`config.mk`:
```
export PLATFORM = sky130hd
export DESIGN_NAME = difftest_trap_gen
export DESIGN_NICKNAME = d
export VERILOG_FILES = /design/src/rtl/difftest_trap_gen.sv
export SDC_FILE = /design/constraint.sdc
export NUM_CORES = 1
export LEC_CHECK = 0
export ABC_AREA = 1
export CORE_UTILIZATION = 42
export DETAILED_ROUTE_END_ITERATION = 10
export PLACE_DENSITY = 0.81
export SETUP_SLACK_MARGIN = 0.02
export SLEW_MARGIN = 40
export SYNTH_ARGS = -nofsm -noshare
export SYNTH_HDL_FRONTEND = slang
export SYNTH_SLANG_ARGS = --single-unit
```
`constraint.sdc`:
```
create_clock -name clock -period 1.9 [get_ports clock]
set_input_delay 0.19 -clock clock [delete_from_list [all_inputs] [get_ports clock]]
set_output_delay 0.19 -clock clock [all_outputs]
set_load 0.05 [all_outputs]
```
`src/rtl/difftest_trap_gen.sv`:
```
// rtl/difftest_trap_gen.sv - difftest trap/WFI event generator with commit counters (RUN -> REPORT -> HALT)
// Optional no-commit watchdog compiled in with `define DIFFTEST_WATCHDOG_EN.
module difftest_trap_gen #(
  parameter logic [7:0] COREID          = 8'd0,
  parameter int         WATCHDOG_CYCLES = 5000
) (
  input  logic        clock,
  input  logic        reset_n,
  input  logic        io_commit_valid_0,
  input  logic        io_commit_valid_1,
  input  logic [31:0] io_commit_instr_0,
  input  logic [31:0] io_commit_instr_1,
  input  logic [63:0] io_commit_pc_0,
  input  logic [63:0] io_commit_pc_1,
  input  logic [2:0]  io_trapCode,
  output logic        enable,
  output logic        io_hasTrap,
  output logic        io_hasWFI,
  output logic [2:0]  io_code,
  output logic [63:0] io_pc,
  output logic [63:0] io_cycleCnt,
  output logic [63:0] io_instrCnt,
  output logic [7:0]  io_coreid
);

  localparam logic [31:0] TRAP_INSTR = 32'h0000006B;
  localparam logic [31:0] WFI_INSTR  = 32'h10500073;

  typedef enum logic [1:0] {S_RUN, S_REPORT, S_HALT} state_t;

  state_t      state, state_nxt;
  logic [63:0] last_pc, last_pc_nxt;
  logic        enable_nxt, has_trap_nxt, has_wfi_nxt;
  logic [2:0]  code_nxt;
  logic [63:0] pc_nxt, cycle_nxt, instr_nxt;

  logic lane0_trap, lane1_trap, count0, count1, wfi_hit;

  // A lane-0 trap ends the commit group: lane 1 is neither counted nor inspected.
  assign lane0_trap = io_commit_valid_0 && (io_commit_instr_0 == TRAP_INSTR);
  assign count0     = io_commit_valid_0;
  assign count1     = io_commit_valid_1 && !lane0_trap;
  assign lane1_trap = count1 && (io_commit_instr_1 == TRAP_INSTR);
  assign wfi_hit    = (count0 && (io_commit_instr_0 == WFI_INSTR)) ||
                      (count1 && (io_commit_instr_1 == WFI_INSTR));

  assign io_coreid = COREID;

`ifdef DIFFTEST_WATCHDOG_EN
  localparam int WD_W = (WATCHDOG_CYCLES > 1) ? $clog2(WATCHDOG_CYCLES) : 1;
  localparam logic [WD_W-1:0] WD_LAST = WD_W'(WATCHDOG_CYCLES - 1);
  logic [WD_W-1:0] wdog, wdog_nxt;
`endif

  always_comb begin
    state_nxt    = state;
    enable_nxt   = 1'b0;
    has_trap_nxt = 1'b0;
    has_wfi_nxt  = 1'b0;
    code_nxt     = io_code;
    pc_nxt       = io_pc;
    cycle_nxt    = io_cycleCnt;
    instr_nxt    = io_instrCnt;
    last_pc_nxt  = last_pc;
`ifdef DIFFTEST_WATCHDOG_EN
    wdog_nxt     = wdog;
`endif
    case (state)
      S_RUN: begin
        enable_nxt  = 1'b1;
        cycle_nxt   = io_cycleCnt + 64'd1;
        instr_nxt   = io_instrCnt + {63'd0, count0} + {63'd0, count1};
        has_wfi_nxt = wfi_hit;
        if (count1)
          last_pc_nxt = io_commit_pc_1;
        else if (count0)
          last_pc_nxt = io_commit_pc_0;
        if (lane0_trap || lane1_trap) begin
          state_nxt    = S_REPORT;
          has_trap_nxt = 1'b1;
          code_nxt     = io_trapCode;
          pc_nxt       = lane0_trap ? io_commit_pc_0 : io_commit_pc_1;
        end
`ifdef DIFFTEST_WATCHDOG_EN
        // Any commit, even on the expiry cycle, restarts the watchdog.
        if (io_commit_valid_0 || io_commit_valid_1) begin
          wdog_nxt = '0;
        end else if (wdog == WD_LAST) begin
          wdog_nxt     = '0;
          state_nxt    = S_REPORT;
          has_trap_nxt = 1'b1;
          code_nxt     = 3'd7;
          pc_nxt       = last_pc;
        end else begin
          wdog_nxt = wdog + 1'b1;
        end
`endif
      end
      S_REPORT: state_nxt = S_HALT;
      S_HALT:   state_nxt = S_HALT;
      default:  state_nxt = S_RUN;
    endcase
  end

  always_ff @(posedge clock or negedge reset_n) begin
    if (!reset_n) begin
      state       <= S_RUN;
      enable      <= 1'b0;
      io_hasTrap  <= 1'b0;
      io_hasWFI   <= 1'b0;
      io_code     <= 3'd0;
      io_pc       <= 64'd0;
      io_cycleCnt <= 64'd0;
      io_instrCnt <= 64'd0;
      last_pc     <= 64'd0;
`ifdef DIFFTEST_WATCHDOG_EN
      wdog        <= '0;
`endif
    end else begin
      state       <= state_nxt;
      enable      <= enable_nxt;
      io_hasTrap  <= has_trap_nxt;
      io_hasWFI   <= has_wfi_nxt;
      io_code     <= code_nxt;
      io_pc       <= pc_nxt;
      io_cycleCnt <= cycle_nxt;
      io_instrCnt <= instr_nxt;
      last_pc     <= last_pc_nxt;
`ifdef DIFFTEST_WATCHDOG_EN
      wdog        <= wdog_nxt;
`endif
    end
  end

endmodule

```
======== After elaboration in Yosys (flattened, before gate mapping) ========
Cells that the tools add are included.
word-level totals
  RAM bits ................................ 0
  output and inout port bits .............. 206
  latch bits .............................. 0
  register bits ........................... 200
  memories kept ........................... 0
  logic and storage cells ................. 36
  bits in read-only memories .............. 0
operators by class
  shift-type cells ........................ 0
  mux-type cells .......................... 7
  $lt $le $gt $ge ......................... 0
  reduce and logical (&&, ||, !) cells .... 11
  divide/modulo/power cells ............... 0
  bitwise gates (word level) .............. 0
  multiply operators ...................... 0
  equality and inequality tests ........... 7
  add/subtract/negate cells ............... 3
operators by type and width
  kind                                                                     number
  64-bit by 1-bit adder with 64-bit output                                 2
  64-bit by 1-bit adder with 64-bit output, second input constant          1
  32-bit by 29-bit equality test with 1-bit output, second input constant  2
  32-bit by 7-bit equality test with 1-bit output, second input constant   2
  64-bit 2-to-1 mux                                                        1
  1-bit logical AND                                                        5
  1-bit 2-to-1 mux                                                         4
  2-bit one-hot mux with 2 select lines                                    1
  2-bit by 1-bit equality test with 1-bit output, second input constant    1
  2-bit equality test, second input constant                               1
  2-bit logical NOT                                                        1
  1-bit logical OR                                                         2
  2-bit 2-to-1 mux                                                         1
  2-bit inequality test, second input constant                             1
  2-bit AND reduction                                                      1
  2-bit OR reduction                                                       1
  1-bit logical NOT                                                        1

======== Depth between registers and ports, before layout ========
  word-level depth ........................ 8
  gate-level depth with buffers ........... 20
  depth with buffers taken out ............ 20

======== Least setup slack after synthesis ========
OpenSTA, ideal clock, no wires.
  kind .................................... register to register
  from .................................... reg io_instrCnt[0]
  to ...................................... reg io_instrCnt[42]
  slack ................................... -0.592 ns
  stages on the path, launching flop included .. 14
  library setup time ...................... 0.120 ns
  arrival ................................. 2.372 ns
  period minus slack after synthesis ...... 2.492 ns
  cell sequence ........................... dfrtp_1 > inv_1 > fa_1 > inv_1 > ha_1 > nand2_2 > nor2_4 > nand3b_4 > nor2_2 > nand2_2 > nor2_4 > nand3_1 > nand2_1 > nand2_1
between the ends
  word-level cells in the longest chain between the ends .. 2
ends and longest elaborated chain
  what                                                    RTL line  source
  start: declaration                                      22        output logic [63:0] io_instrCnt,
  start signal: assignment                                127       io_instrCnt <= instr_nxt;
  64-bit by 1-bit adder with 64-bit output (2 in series)  72        instr_nxt = io_instrCnt + {63'd0, count0} + {63'd0, count1};
Every way passes these cells.
A chain may end at the register's enable or synchronous reset.

======== Worst setup path in the final report ========
  from .................................... reg io_instrCnt[0]
  to ...................................... reg io_instrCnt[36]
Same word-level chain as after synthesis.

==> impl_metrics.toml <==
[global_routing]
antenna_found_initial = 0
grt_pass1_vias = 12800
overflow = 0
grt_util_all_layers = 0.286
grt_max_degree = 66
grt_first_pass_wirelength_um = 64800

[sta]
worstMarginPinSlew_ps = 600
slew_headroom = 0.599
setup_viol = 32
final_hold_viol_count = 0
holdWs_ps = 254
clock_skew_ps = 15.3
worst_slack_ps = -250
period_share = 1.13
clock.fmax_mhz = 465
period_needed_ps = 2150
rsz0062_at_grt = "true"
fin_setup_tns_ps = -3900
finalMaxSlewViolations = 0

[placement]
io_buffers = 396
dpl.hpwl_um = 32100
dp_worst_setup_slack_ps = -1010
gp_congestion = 0.946
post_dp_cell_area_mm2 = 0.0168

[synth]
synthArstFlopShare = 1.00
synthTopCellsByArea = "dfrtp_1 42%, nand2_1 24%, nor2_1 7.6%, nand3_1 4.9%, inv_1 4.3%"
synth_cell_types = 38
synth_edf_count = 0
ys_seq_elements = 200
yosys_most_used_dff = "dfrtp_1"
syn_area_mm2 = 0.0118
netlist_instances = 1729
synth_top_area_cell = "dfrtp_1"
yosysSeqAreaShare = 0.423
synth_warnings = 0
avgSynthCellArea_um2 = 6.85
synth_top_area_frac = 0.423

[detailed_routing]
wl_per_cell_um = 16.2
viasPerCell = 5.06
drtIter0Drc = 1063
remaining_drc_errors = 0
finalWirelength_um = 42400
ant_nets = 0
vias = 13300
dr.pass1.iters = 5

[setup_path]
cp-end-kind = "register"
crit_fanout = 6
critPathKind = "register to register"
crit_path_frequent_cell = "inv_2"
cp.arrival_ps = 2500
slowest_stage = "dfrtp_2"
worst_ep_required_time_ps = 2250
crit_chain = "inv_2, fa_2, inv_2, ha_4, nand2_4, nor2_4, nand2_2, inv_2, nand3_4, nor2_4, buf_6, xor2_1"
cp-start-kind = "register"
cpPeakStageDelay_ps = 380

[cts]
numClockSinks = 200
cts_buffers = 17
clk_latency_ps = 440
ctsRootBufferMaster = "clkbuf_16"
path_clk_slew_ps = 80
ctsLongestPathBuffers = 2
h-tree-depth = 4
cts_tree = "built"

[run_status]
violations = "negative setup slack"
outcome = "finished with violations"

[power]
powerDensity_mw_per_mm2 = 539
p_leak_nw = 9.22
ir_drop_mv = 0.549
p_total_mw = 9.78

[floorplan]
fp.dieH_um = 170
fp.dieArea_mm2 = 0.0289
io_pins = 405
die_w_um = 170
start_util = 0.426
core-area_mm2 = 0.0278
rows = 61

[cells_and_area]
fillers = 2395
nets = 2435
diodes = 0
drive_gt1_frac = 0.152
final_area_mm2 = 0.0181
syn_to_final_growth_pct = 53.1

[hold_path]
holdCritPathClass = "primary input to async pin"

[run]
max_cap_violations = 0
==> stage by stage <==
| step | cells | utilization |
|---|---|---|
| after global routing | 2622 | 0.652 |
| after detailed placement | 2542 | 0.604 |
| after global placement | 2542 | 0.604 |
| final | 2622 | 0.652 |
| after floorplan | 1736 | - |
| after CTS | 2595 | 0.632 |
==> cells by family (layout without fill, tap and decap cells) <==
kind of cell / count (synthesis) / in the layout / share of synthesized area
buf+inv: 190 / 698 / 0.0672
other cells: 1 / 8 / 0.000317
fa+ha+maj: 4 / 4 / 0.00486
xor+xnor: 82 / 82 / 0.0607
compound gates: 30 / 30 / 0.0131
simple gates: 1222 / 1222 / 0.431
flops: 200 / 200 / 0.423
==> routing by layer <==
layer | share of wire | track usage | wire length, um | vias to the layer above
met5 | 0 | 0 | 0 | -
met2 | 0.50 | 0.498 | 21300 | 628
met3 | 0.060 | 0.0500 | 2530 | 104
met1 | 0.40 | 0.353 | 17100 | 6190
li1 | - | - | - | 6339
met4 | 0.034 | 0.108 | 1460 | 0
==> final cells by class <==
class / instances / area (um^2) / area share
clock buffer: 20 / 467 / 0.0257
multi-input combinational: 1346 / 6600 / 0.364
inverter: 142 / 537 / 0.0296
sequential: 200 / 5010 / 0.276
timing repair buffer: 525 / 4930 / 0.272
tap: 378 / 473 / 0.0261
clock inverter: 11 / 106 / 0.00587
==> registers in the layout, summed over array words and instances, names as in the netlist <==
register	cells
io_hasWFI	1
io_pc	64
state	2
io_instrCnt	64
io_cycleCnt	64
enable	1
io_hasTrap	1
io_code	3
==> worst paths after layout <==
| path | from | to | slack [ps] | cells past startpoint |
|---|---|---|---|---|
| setup / recovery | io_instrCnt[0]$_DFFE_PN0P_ | io_instrCnt[36]$_DFFE_PN0P_ | -250 | 12 |
| hold / removal | reset_n | io_instrCnt[19]$_DFFE_PN0P_ | 250 | 2 |
| setup reg to reg | io_instrCnt[0]$_DFFE_PN0P_ | io_instrCnt[36]$_DFFE_PN0P_ | -250 | 12 |
| hold reg to reg | io_code[1]$_DFFE_PN0P_ | io_code[1]$_DFFE_PN0P_ | 470 | 2 |
| max in group asynchronous | reset_n | io_pc[34]$_DFFE_PN0P_ | 980 | 3 |
| min in group clock | io_trapCode[0] | io_code[0]$_DFFE_PN0P_ | 320 | 3 |
==> timing repair <==
item	4_1_cts	5_1_grt
hold endpoints to repair	33	0
endpoints found under the setup margin	228	114
buffers inserted	23	29
pin swaps	40	57
gates cloned	0	2
gates resized for setup	176	123
hold buffers	1	0
==> synthesized netlist by cell type, types with 2 or more instances <==
library cell	number
and3_1	4
inv_1	136
buf_1	2
clkinv_1	2
nor3_1	16
xnor2_1	37
xor2_1	45
inv_2	4
nor2_4	7
nor3_2	3
buf_4	14
nand2_2	13
ha_1	3
o21ai_1	2
nor4_1	2
nand3b_1	8
o21ai_0	24
nand3_2	5
a21oi_1	2
nor3b_1	2
nand3_1	117
dfrtp_1	200
nand2_1	754
and2_1	3
clkbuf_1	13
nor2_1	241
nand4_1	30
buf_2	18
nor2_2	13
==> report_power, final <==
group          internal, mW  leakage (nW)  switching (mW)
combinational         0.796          6.27           0.927
sequential             4.34          2.68           0.115
clock                  1.83         0.278            1.76
total                  6.97          9.22            2.81
==> worst max-delay path: cells and delay by family, from the launching register on <==
kind,cells,cell delay (ps)
AND/OR/NAND/NOR,5,700
adder cells (fa/ha/maj),2,490
flip-flops,1,380
buffers and inverters,4,360
XOR/XNOR,1,130
==> cells in the final DEF, fill, tap and decap left out, types with 20 or more instances in the layout <==
master / netlist / layout
dlygate4sd2_1: 0 / 116
nand3_1: 117 / 104
xnor2_1: 37 / 35
inv_1: 136 / 127
buf_4: 14 / 133
nor2_2: 13 / 28
nor2_4: 7 / 27
dfrtp_1: 200 / 196
nand4_1: 30 / 30
clkdlybuf4s50_1: 0 / 221
nand2_1: 754 / 737
nor2_1: 241 / 206
nand2_2: 13 / 20
xor2_1: 45 / 43
(Power assumes the default switching activity.)
